## config.mk

```make
export PLATFORM = sky130hd
export DESIGN_NAME = la_ioring_ctrl_flat
export DESIGN_NICKNAME = d
export VERILOG_FILES = /design/src/rtl/la_ioring_ctrl_if.sv /design/src/rtl/la_ioring_ctrl.sv /design/src/flat_wrapper.sv
export SDC_FILE = /design/constraint.sdc
export NUM_CORES = 1
export LEC_CHECK = 0
export ABC_AREA = 1
export BUFFER_PORTS_ARGS = -buffer_cell sky130_fd_sc_hd__buf_2
export CORE_ASPECT_RATIO = 1.2
export CORE_MARGIN = 1
export CORE_UTILIZATION = 35
export DETAILED_ROUTE_END_ITERATION = 10
export RECOVER_POWER = 50
export SKIP_CTS_REPAIR_TIMING = 1
export SLEW_MARGIN = 20
export SYNTH_ARGS = -nofsm -noshare
export SYNTH_HDL_FRONTEND = slang
export SYNTH_SLANG_ARGS = --single-unit
```

## constraint.sdc

```tcl
create_clock -name clk -period 2.65 [get_ports clk]
set_clock_uncertainty 0.2 [all_clocks]
set_input_delay 0.53 -clock clk [delete_from_list [all_inputs] [get_ports clk]]
set_output_delay 0.53 -clock clk [all_outputs]
set_load 0.01 [all_outputs]
```

## src/rtl/la_ioring_ctrl_if.sv

```systemverilog
// IO ring segment control bus: power request, supply-good, pad config in;
// ring bus and status out.
interface la_ioring_ctrl_if #(parameter int RINGW = 8);
  logic             en;
  logic             vddok;
  logic [RINGW-4:0] cfg;
  logic [RINGW-1:0] ring;
  logic             ready;
  logic             fault;
  logic [2:0]       state;

  modport master (output en, vddok, cfg, input ring, ready, fault, state);
  modport slave  (input en, vddok, cfg, output ring, ready, fault, state);
endinterface

```

## src/rtl/la_ioring_ctrl.sv

```systemverilog
// Power-up/down sequencer for one IO ring segment: supply settle, pad POR,
// isolation release, output enable; safe FAULT on supply loss or timeout.
module la_ioring_ctrl #(
  parameter        PROP    = "DEFAULT",
  parameter        SIDE    = "NO",
  parameter int    RINGW   = 8,
  parameter int    SETTLE  = 16,
  parameter int    PORCYC  = 8,
  parameter int    ISOCYC  = 4,
  parameter int    TIMEOUT = 1024
) (
  input logic            clk,
  input logic            nreset,
  la_ioring_ctrl_if.slave bus
);
  typedef enum logic [2:0] {
    OFF = 3'd0, WAIT = 3'd1, POR = 3'd2, ISO = 3'd3,
    ACTIVE = 3'd4, DOWN = 3'd5, FAULT = 3'd6
  } state_t;

  localparam int M0   = (SETTLE > PORCYC) ? SETTLE : PORCYC;
  localparam int M1   = (ISOCYC > TIMEOUT) ? ISOCYC : TIMEOUT;
  localparam int MAXC = (M0 > M1) ? M0 : M1;
  localparam int CW   = $clog2(MAXC) + 1;

  localparam logic [CW-1:0] SET_LAST = CW'(SETTLE - 1);
  localparam logic [CW-1:0] POR_LAST = CW'(PORCYC - 1);
  localparam logic [CW-1:0] ISO_LAST = CW'(ISOCYC - 1);
  localparam logic [CW-1:0] TO_LAST  = CW'(TIMEOUT - 1);
  localparam logic [CW-1:0] DN_LAST  = CW'(1);

  // PROP/SIDE only steer library and physical mapping; nothing here depends on them.
  localparam bit PARAM_OK = (RINGW >= 4) && (PROP != "") &&
    (SIDE == "NO" || SIDE == "SO" || SIDE == "EA" || SIDE == "WE");
  logic unused_params;
  assign unused_params = PARAM_OK;

  state_t           state_q, nxt;
  logic [CW-1:0]    cnt, cnt_nxt;
  logic [CW-1:0]    settle, settle_nxt;
  logic             vdd_m, vdd_s;
  logic [RINGW-4:0] cfg_q, cfg_nxt;
  logic [RINGW-1:0] ring_q, ring_nxt;
  logic             ready_q, fault_q;

  always_ff @(posedge clk) begin
    if (!nreset) begin
      state_q <= OFF;
      cnt     <= '0;
      settle  <= '0;
      vdd_m   <= 1'b0;
      vdd_s   <= 1'b0;
      cfg_q   <= '0;
      ring_q  <= '0;
      ready_q <= 1'b0;
      fault_q <= 1'b0;
    end else begin
      state_q <= nxt;
      cnt     <= cnt_nxt;
      settle  <= settle_nxt;
      vdd_m   <= bus.vddok;
      vdd_s   <= vdd_m;
      cfg_q   <= cfg_nxt;
      ring_q  <= ring_nxt;
      ready_q <= (nxt == ACTIVE);
      fault_q <= (nxt == FAULT);
    end
  end

  always_comb begin
    nxt        = state_q;
    cnt_nxt    = cnt;
    settle_nxt = settle;
    case (state_q)
      OFF:    if (bus.en) nxt = WAIT;
      WAIT: begin
        cnt_nxt    = cnt + 1'b1;
        settle_nxt = vdd_s ? settle + 1'b1 : '0;
        if (!bus.en)                         nxt = OFF;
        else if (vdd_s && settle == SET_LAST) nxt = POR;
        else if (cnt == TO_LAST)             nxt = FAULT;
      end
      POR: begin
        cnt_nxt = cnt + 1'b1;
        if (!vdd_s)                nxt = FAULT;
        else if (!bus.en)          nxt = DOWN;
        else if (cnt == POR_LAST)  nxt = ISO;
      end
      ISO: begin
        cnt_nxt = cnt + 1'b1;
        if (!vdd_s)                nxt = FAULT;
        else if (!bus.en)          nxt = DOWN;
        else if (cnt == ISO_LAST)  nxt = ACTIVE;
      end
      ACTIVE: begin
        if (!vdd_s)       nxt = FAULT;
        else if (!bus.en) nxt = DOWN;
      end
      DOWN: begin
        cnt_nxt = cnt + 1'b1;
        if (cnt == DN_LAST) nxt = OFF;
      end
      FAULT:   if (!bus.en) nxt = OFF;
      default: nxt = FAULT;
    endcase
    if (nxt != state_q) begin
      cnt_nxt    = '0;
      settle_nxt = '0;
    end

    cfg_nxt = cfg_q;
    if (nxt == ISO && state_q != ISO) cfg_nxt = bus.cfg;
    if (nxt == OFF || nxt == FAULT)   cfg_nxt = '0;

    // Ring bits: {config, oe, por_n, iso_n}; DOWN drops oe first, then por_n/iso_n.
    ring_nxt = '0;
    case (nxt)
      ISO:     ring_nxt = {cfg_nxt, 3'b011};
      ACTIVE:  ring_nxt = {cfg_nxt, 3'b111};
      DOWN:    ring_nxt = (state_q != DOWN) ? {cfg_nxt, 3'b011} : {cfg_nxt, 3'b000};
      default: ring_nxt = '0;
    endcase
  end

  assign bus.ring  = ring_q;
  assign bus.ready = ready_q;
  assign bus.fault = fault_q;
  assign bus.state = state_q;
endmodule

```

## src/flat_wrapper.sv

```systemverilog
// flat-port wrapper written by rule: the top's interface ports become plain ports
module la_ioring_ctrl_flat 
#(
  parameter        PROP    = "       ",
  parameter        SIDE    = "  ",
  parameter int    RINGW   = 8,
  parameter int    SETTLE  = 16,
  parameter int    PORCYC  = 8,
  parameter int    ISOCYC  = 4,
  parameter int    TIMEOUT = 1024
)
  (clk, nreset, bus_en, bus_vddok, bus_cfg, bus_ring, bus_ready, bus_fault, bus_state);
  la_ioring_ctrl_if #(.RINGW(RINGW)) bus_i ();
  input logic clk;
  input logic nreset;
  input wire logic [$bits(bus_i.en)-1:0] bus_en;
  input wire logic [$bits(bus_i.vddok)-1:0] bus_vddok;
  input wire logic [$bits(bus_i.cfg)-1:0] bus_cfg;
  output wire logic [$bits(bus_i.ring)-1:0] bus_ring;
  output wire logic [$bits(bus_i.ready)-1:0] bus_ready;
  output wire logic [$bits(bus_i.fault)-1:0] bus_fault;
  output wire logic [$bits(bus_i.state)-1:0] bus_state;
  assign bus_i.en = bus_en;
  assign bus_i.vddok = bus_vddok;
  assign bus_i.cfg = bus_cfg;
  assign bus_ring = bus_i.ring;
  assign bus_ready = bus_i.ready;
  assign bus_fault = bus_i.fault;
  assign bus_state = bus_i.state;
  la_ioring_ctrl #(.PROP(PROP), .SIDE(SIDE), .RINGW(RINGW), .SETTLE(SETTLE), .PORCYC(PORCYC), .ISOCYC(ISOCYC), .TIMEOUT(TIMEOUT)) u_core (.clk(clk), .nreset(nreset), .bus(bus_i));
endmodule
```

==> impl_metrics.env, run 1 <==
export IMPL_grt_antenna_before_repair=0
export IMPL_drive_gt1_frac=0.1843
export IMPL_start_util=0.3666
export IMPL_whs_ps=212.6
export IMPL_place_area_sq_um=2590
export IMPL_dpl_cell_count=446
export IMPL_power_internal_mw=1.277
export IMPL_drc=0
export IMPL_finalNonFillerCells=454
export IMPL_synth_seq_area_share=0.3431
export IMPL_clk_latency_ps=290
export IMPL_gr_total_overflow=0
export IMPL_ios=22
export IMPL_hp_class="input port to register"
export IMPL_hp_start="bus_vddok"
export IMPL_r2r_cells=12
export IMPL_hold_violations=0
export IMPL_critPathRequiredTime_ps=2660
export IMPL_synth_nets=356
export IMPL_critPathSlowestCell="dfxtp_1"
export IMPL_tritoncts="yes"
export IMPL_firstDrtPassIters=5
export IMPL_dpl_hpwl_um=3571
export IMPL_pwr_share_clk=0.297
export IMPL_seqPwrFrac=0.355
export IMPL_reg2reg_to="u_core.bus.ring[3]"
export IMPL_grt_pass1_vias=1960
export IMPL_multi_input_area_sq_um=1284
export IMPL_p_leak_nw=1.119
export IMPL_num_nets_final=381
export IMPL_grt_pass1_wl_um=8576
export IMPL_arrival_ps=2380
export IMPL_finalCritPeriodShare=0.8958
export IMPL_cp_top_family="simple AND/OR/NAND/NOR gates"
export IMPL_path_max_fanout=10
export IMPL_antenna_cells=0
export IMPL_path_class="register to register"
export IMPL_core_sq_um=6526
export IMPL_ir_drop_uv=426.6
export IMPL_crit_reg2reg_launch="u_core.cnt[0]"
export IMPL_crit_chain="ha_1 -> nand2_1 -> nor2_1 -> nand3b_1 -> nand3_1 -> nand2_1 -> nand3_1 -> buf_4 -> nand2_1 -> nand3_1 -> nand2_2 -> nor3_1"
export IMPL_end_kind="register"
export IMPL_rsz0062_at_grt="false"
export IMPL_drv_cap=0
export IMPL_postSynthCellCount=343
export IMPL_gp_congestion=0.7961
export IMPL_dieHeight_um=92.57
export IMPL_final_util=0.4141
export IMPL_max_freq_mhz=421.2
export IMPL_r2r_setup_slack_ps=280
export IMPL_sw_frac_of_total=0.3794
export IMPL_seq_area_sq_um=820.8
export IMPL_finish_instance_area_sq_um=2703
export IMPL_area_delta_synth_final_pct=12.97
export IMPL_rows=32
export IMPL_fillers=675
export IMPL_vias=2140
export IMPL_avgSynthCellArea_sq_um=6.975
export IMPL_finalSetupTns_ps=0
export IMPL_grt_max_degree=19
export IMPL_critPathBufInv=1
export IMPL_clock_sinks=41
export IMPL_p_comb_frac=0.349
export IMPL_die_area_sq_um=7171
export IMPL_via_per_inst=4.714
export IMPL_synth_cell_types=30
export IMPL_whs_endpoint="u_core.vdd_m"
export IMPL_p_sw_mw=0.7806
export IMPL_yosys_warnings=0
export IMPL_start_kind="register"
export IMPL_power_mw=2.058
export IMPL_min_period_ps=2374
export IMPL_slew_viol_final=0
export IMPL_io_buffers=21
export IMPL_drt_iter0_markers=130
export IMPL_wl_per_cell_um=10.44
export IMPL_cpPeakStageDelay_ps=480
export IMPL_setup_ws_ps=276.0
export IMPL_cts_buffer_depth=2
export IMPL_tightest_slew_ps=441.2
export IMPL_clk_pin_slew_ps=90
export IMPL_grtUsageTotal=0.1462
export IMPL_preCtsSetupSlack_ps=290.1
export IMPL_status="finished clean"
export IMPL_min_path_cells=3
export IMPL_ctsRootBufferMaster="clkbuf_8"
export IMPL_ant_nets=0
export IMPL_setup_viol=0
export IMPL_cts_inserted_buffers=5
export IMPL_die_w_um=77.47
export IMPL_syn_cell_area_sq_um=2392
export IMPL_htree_num_levels=2
export IMPL_power_density_nw_per_um2=761.3
export IMPL_synth_seq_cells=41
export IMPL_relSlewSlack=0.7055
export IMPL_wirelength_um=4738
## layer usage
layer,global-route usage,up-vias,routed length (um)
met5,0,-,0
met4,0.04245,0,24
met3,0.02365,2,214
met2,0.2581,46,2285
met1,0.1810,969,2213
li1,-,1123,-
## registers in the layout (all words and copies together) (netlist names)
register	flops
u_core.vdd_s	1
u_core.bus.ready	1
u_core.cnt	11
u_core.bus.ring	7
u_core.settle	11
u_core.cfg_q	5
u_core.vdd_m	1
u_core.bus.state	3
u_core.bus.fault	1
## worst max-delay path by stage
stage / start / to / slack (ps) / cells past startpoint
after floorplan: u_core.settle[0] / u_core.settle[1] / 650 / 15
final: u_core.cnt[0] / u_core.bus.ring[3] / 280 / 12
after global routing: u_core.bus.state[1] / u_core.cnt[5] / 80 / 13
after global placement: u_core.bus.state[1] / u_core.settle[1] / 290 / 12
after CTS: u_core.bus.state[1] / u_core.cnt[8] / 270 / 12
after detailed placement: u_core.bus.state[1] / u_core.settle[1] / 290 / 12
## power by group through the flow
stage          Clock (mW)  Combinational, mW  Sequential [mW]
2_1_floorplan           0              0.599            0.732
3_5_place_dp            0              0.737            0.743
4_1_cts             0.630              0.741            0.729
6_report            0.610              0.718            0.730
5_1_grt             0.655              0.806            0.737
3_3_place_gp            0              0.737            0.743
## worst min-delay path, cell delays in order
cell and delay (ps):
buf_2 70, nand2_1 40, inv_1 40
## cell usage after synthesis (all sizes together)
cell / instances / area share
a211o: 1 / 0.0037
nor2: 65 / 0.14
nand4: 8 / 0.027
a21oi: 12 / 0.028
nor4: 7 / 0.018
inv: 54 / 0.086
dfxtp: 41 / 0.34
nand2: 83 / 0.14
ha: 4 / 0.021
xnor2: 3 / 0.011
nor3: 15 / 0.031
o21ai: 7 / 0.019
nand3: 21 / 0.059
clkinv: 1 / 0.0016
buf: 7 / 0.027
clkbuf: 2 / 0.0031
xor2: 10 / 0.037
o211ai: 1 / 0.0031
nand3b: 1 / 0.0031
## kinds of logic (layout without fill, tap and decap cells)
kind of cell | Yosys count | count (layout) | synth area share
AND/OR/NAND/NOR | 200 | 200 | 0.4168
buffers and inverters | 64 | 90 | 0.1172
flip-flops | 41 | 41 | 0.3431
adder cells (fa/ha/maj) | 4 | 4 | 0.02092
AO/OA/AOI/OAI | 21 | 21 | 0.05440
XOR/XNOR | 13 | 13 | 0.04759
## placed cells by master, fill, tap and decap left out, types with 9 or more instances in the layout
master and instances:
nand2_1 74, inv_1 51, dfxtp_1 41, nor2_1 37, nor2_2 25, nand3_1 18, nor3_1 15, clkbuf_1 14
a21oi_1 10, xor2_1 10, nand2_2 9
## area by class of cell
cell class,instances,area share
Clock buffer,5,0.02546
Tap cell,85,0.03935
Sequential cell,41,0.3037
Clock inverter,3,0.02546
Multi-Input combinational cell,238,0.4750
Inverter,55,0.07731
Timing Repair Buffer,27,0.05370
Note: power is estimated with default switching activity, not from simulation.
==> run 2, diff against run 1 <==
Settings changed: CORE_UTILIZATION 35 to 59, PLACE_DENSITY set to 0.79.
==> impl_metrics.env, run 2 (synthesis results as in run 1) <==
export IMPL_status="finished clean"
export IMPL_start_util=0.6118
export IMPL_grt_use_met2=0.4176
export IMPL_preCtsSetupSlack_ps=242.0
export IMPL_ir_drop_uv=690.4
export IMPL_rsz0062_at_grt="false"
export IMPL_via_per_inst=4.969
export IMPL_num_nets_final=379
export IMPL_drc=0
export IMPL_gp_congestion=0.8931
export IMPL_critPathLaunch="u_core.bus.state[1]"
export IMPL_setup_viol=0
export IMPL_final_common_cell="nand2_1"
export IMPL_cpPeakStageDelay_ps=600
export IMPL_grt_antenna_before_repair=0
export IMPL_end_kind="register"
export IMPL_seq_area_sq_um=820.8
export IMPL_path_class="register to register"
export IMPL_clk_pin_slew_ps=80
export IMPL_finalNonFillerCells=421
export IMPL_gr_total_overflow=0
export IMPL_p_leak_nw=1.086
export IMPL_start_kind="register"
export IMPL_hp_class="input port to register"
export IMPL_die_w_um=60.13
export IMPL_dieHeight_um=71.76
export IMPL_vias=2092
export IMPL_critPathSlowestCell="dfxtp_1"
export IMPL_tightest_slew_ps=450.0
export IMPL_min_period_ps=2430
export IMPL_ios=22
export IMPL_clk_latency_ps=300
export IMPL_hold_violations=0
export IMPL_wirelength_um=4610
export IMPL_slew_viol_final=0
export IMPL_cp_top_family="simple AND/OR/NAND/NOR gates"
export IMPL_grt_max_degree=23
export IMPL_wl_per_cell_um=10.95
export IMPL_tritoncts="yes"
export IMPL_top_usage_layer="met2"
export IMPL_path_common_cell="nand2_1"
export IMPL_grt_pass1_wl_um=7831
export IMPL_fillers=365
export IMPL_finalCritPeriodShare=0.9172
export IMPL_grt_pass1_vias=1948
export IMPL_dpl_cell_count=413
export IMPL_critPathBufInv=2
export IMPL_finish_instance_area_sq_um=2589
export IMPL_max_freq_mhz=411.4
export IMPL_io_buffers=21
export IMPL_die_area_sq_um=4315
export IMPL_relSlewSlack=0.6996
export IMPL_place_area_sq_um=2536
export IMPL_clock_sinks=41
export IMPL_multi_input_area_sq_um=1275
export IMPL_final_util=0.6621
export IMPL_area_delta_synth_final_pct=8.211
export IMPL_arrival_ps=2460
export IMPL_hp_start="bus_vddok"
export IMPL_use_met3=0.05415
export IMPL_drv_cap=0
export IMPL_grtUsageTotal=0.2388
export IMPL_finalSetupTns_ps=0
export IMPL_crit_reg2reg_launch="u_core.bus.state[1]"
export IMPL_ant_nets=0
export IMPL_setup_ws_ps=219.5
export IMPL_core_sq_um=3910
export IMPL_whs_ps=212.4
export IMPL_use_met1=0.2610
export IMPL_path_max_fanout=22
export IMPL_antenna_cells=0
export IMPL_cts_inserted_buffers=5
export IMPL_critPathRequiredTime_ps=2680
export IMPL_rows=25
export IMPL_power_density_nw_per_um2=701.7
export IMPL_firstDrtPassIters=4
export IMPL_htree_num_levels=2
export IMPL_power_mw=1.817
export IMPL_drt_iter0_markers=89
export IMPL_drive_gt1_frac=0.1771
export IMPL_crit_chain="nor2_1 -> nand2_1 -> nand2_1 -> a21oi_1 -> nand2_1 -> nand2_1 -> nand3_2 -> clkinv_1 -> nand2_1 -> a21oi_2 -> nand2_2 -> buf_12 -> nor2_2"
export IMPL_mostFrequentLayoutCells="nand2_1, inv_1, dfxtp_1"
export IMPL_dpl_hpwl_um=3489
export IMPL_cts_buffer_depth=2
export IMPL_ctsRootBufferMaster="clkbuf_8"
[run 2: changes by cell type in the layout (fill, tap and decap cells not counted), moves of 2 or more]
| cell | change |
|---|---|
| bufinv_16 | -2 |
| nand2_1 | +2 |
| buf_4 | -2 |
| nand2_2 | -2 |
| clkinv_2 | +2 |
[run 2: area by class of cell]
| class | count | share of cell area |
|---|---|---|
| Multi-Input combinational cell | 238 | 0.4925 |
| Sequential cell | 41 | 0.3171 |
| Inverter | 55 | 0.08072 |
| Timing Repair Buffer | 25 | 0.05027 |
| Clock buffer | 5 | 0.02658 |
| Tap cell | 54 | 0.02610 |
| Clock inverter | 3 | 0.006767 |
[run 2: power by group]
group          internal, mW  switching [mW]  total, mW
combinational         0.215           0.477      0.692
sequential            0.662          0.0651      0.727
clock                 0.182           0.216      0.397
total                  1.06           0.758       1.82
[run 2: worst register-to-register path: cells and delay by family (launching register included)]
| kind | cells | cell delay (ps) |
|---|---|---|
| AND/OR/NAND/NOR | 9 | 970 |
| flip-flops | 1 | 600 |
| buffers and inverters | 2 | 290 |
| AO/OA/AOI/OAI | 2 | 280 |
[run 2: worst paths after layout]
check / endpoint / slack (ps) / cells after the start
setup / recovery: u_core.cnt[3] / 220 / 13
hold / removal: u_core.vdd_m / 210 / 3
setup reg to reg: u_core.cnt[3] / 220 / 13
hold reg to reg: u_core.vdd_s / 230 / 2
[run 2: metal layers]
layer  share of wire  up-vias  routed length, um
met4           0.029        0                132
met3           0.042       13                194
met2            0.51       45               2332
met5               0        -                  0
met1            0.42      922               1950
li1                -     1112                  -
==> run 3, diff against run 2 <==
Settings changed: CORE_ASPECT_RATIO 1.2 to 0.75, CORE_UTILIZATION 59 to 51, PLACE_DENSITY 0.79 to 0.7.
==> impl_metrics.env, run 3 (synthesis results as in run 1) <==
export IMPL_wl_per_cell_um=10.69
export IMPL_gp_congestion=0.9107
export IMPL_status="finished clean"
export IMPL_rsz0062_at_grt="false"
export IMPL_drive_gt1_frac=0.1890
export IMPL_p_comb_frac=0.362
export IMPL_slew_viol_final=0
export IMPL_die_area_sq_um=4972
export IMPL_grtUsageTotal=0.1919
export IMPL_dpl_hpwl_um=3416
export IMPL_tightest_slew_ps=391.8
export IMPL_arrival_ps=2420
export IMPL_seq_area_sq_um=822.0
export IMPL_core_sq_um=4493
export IMPL_dpl_cell_count=414
export IMPL_critPathBufInv=3
export IMPL_drc=0
export IMPL_clk_latency_ps=290
export IMPL_power_internal_mw=1.166
export IMPL_final_common_cell="nand2_1"
export IMPL_grt_max_degree=23
export IMPL_io_buffers=21
export IMPL_setup_viol=0
export IMPL_fillers=432
export IMPL_drt_iter0_markers=138
export IMPL_start_kind="register"
export IMPL_critPathSlowestCell="dfxtp_1"
export IMPL_critPathRequiredTime_ps=2680
export IMPL_die_w_um=81.09
export IMPL_cts_inserted_buffers=5
export IMPL_grt_antenna_before_repair=0
export IMPL_ir_drop_uv=393.2
export IMPL_pwr_share_clk=0.263
export IMPL_r2r_setup_slack_ps=260
export IMPL_cp_top_family="simple AND/OR/NAND/NOR gates"
export IMPL_finalCritPeriodShare=0.9029
export IMPL_p_leak_nw=1.092
export IMPL_grt_pass1_wl_um=7162
export IMPL_cpPeakStageDelay_ps=400
export IMPL_vias=2046
export IMPL_htree_num_levels=2
export IMPL_ctsRootBufferMaster="clkbuf_8"
export IMPL_finalSetupTns_ps=0
export IMPL_num_nets_final=377
export IMPL_seqPwrFrac=0.375
export IMPL_start_util=0.5324
export IMPL_multi_input_area_sq_um=1291
export IMPL_wirelength_um=4513
export IMPL_firstDrtPassIters=6
export IMPL_area_delta_synth_final_pct=9.728
export IMPL_rows=21
export IMPL_crit_chain="ha_2 -> inv_1 -> nor2_1 -> nand3_1 -> nand2_1 -> nor2_1 -> nor2_1 -> nand2_2 -> inv_1 -> o21ai_0 -> nor2_1 -> nand2_2 -> buf_12 -> nor2_1"
export IMPL_tritoncts="yes"
export IMPL_gr_total_overflow=0
export IMPL_sw_frac_of_total=0.3978
export IMPL_clock_sinks=41
export IMPL_mostFrequentLayoutCells="nand2_1, inv_1, dfxtp_1"
export IMPL_ios=22
export IMPL_antenna_cells=0
export IMPL_max_freq_mhz=417.9
export IMPL_clk_pin_slew_ps=90
export IMPL_drv_cap=0
export IMPL_power_mw=1.937
export IMPL_whs_ps=213.9
export IMPL_relSlewSlack=0.7384
export IMPL_p_sw_mw=0.7707
export IMPL_hold_violations=0
export IMPL_path_max_fanout=22
export IMPL_dieHeight_um=61.32
export IMPL_path_class="register to register"
export IMPL_finalNonFillerCells=422
export IMPL_hp_class="input port to register"
export IMPL_cts_buffer_depth=2
export IMPL_end_kind="register"
export IMPL_via_per_inst=4.848
export IMPL_min_period_ps=2393
export IMPL_grt_pass1_vias=1619
export IMPL_ant_nets=0
export IMPL_power_density_nw_per_um2=738.0
export IMPL_path_common_cell="nor2_1"
## run 3: final cells by class
type                            count  area share
Multi-Input combinational cell    238      0.4919
Sequential cell                    41      0.3132
Inverter                           55     0.07960
Timing Repair Buffer               23     0.04433
Tap cell                           57     0.02717
Clock buffer                        5     0.02622
Clock inverter                      3     0.01764
## run 3: tightest hold or removal path, stage by stage
cell     delay [ps]
buf_2            70
nand2_1          40
inv_1            40
## run 3: worst paths after layout
check	from	end	depth (start not counted)
min	bus_vddok	u_core.vdd_m	3
max	u_core.settle[0]	u_core.cnt[2]	14
max reg2reg	u_core.settle[0]	u_core.cnt[2]	14
min reg2reg	u_core.vdd_m	u_core.vdd_s	2
## run 3: per-stage QoR
stage	instance area [sq um]	worst slack (ps)	util
after floorplan	2392	650.1	-
after global placement	2525	267.4	0.5620
after detailed placement	2525	231.4	0.5620
after CTS	2640	228.5	0.5876
after global routing	2625	7.351	0.5842
final	2625	257.3	0.5842
## run 3: power by group through the flow
stage	Combinational (mW)	Sequential, mW	Clock, mW
after floorplan	0.599	0.732	0
after global placement	0.703	0.739	0
after detailed placement	0.715	0.740	0
after CTS	0.714	0.725	0.524
after global routing	0.784	0.735	0.546
final	0.701	0.727	0.509
## run 3: routing by layer
metal | GRT usage | part of all wire
met3 | 0.04889 | 0.035
met4 | 0.04337 | 0.0047
met2 | 0.2737 | 0.41
met1 | 0.2871 | 0.55
met5 | 0 | 0
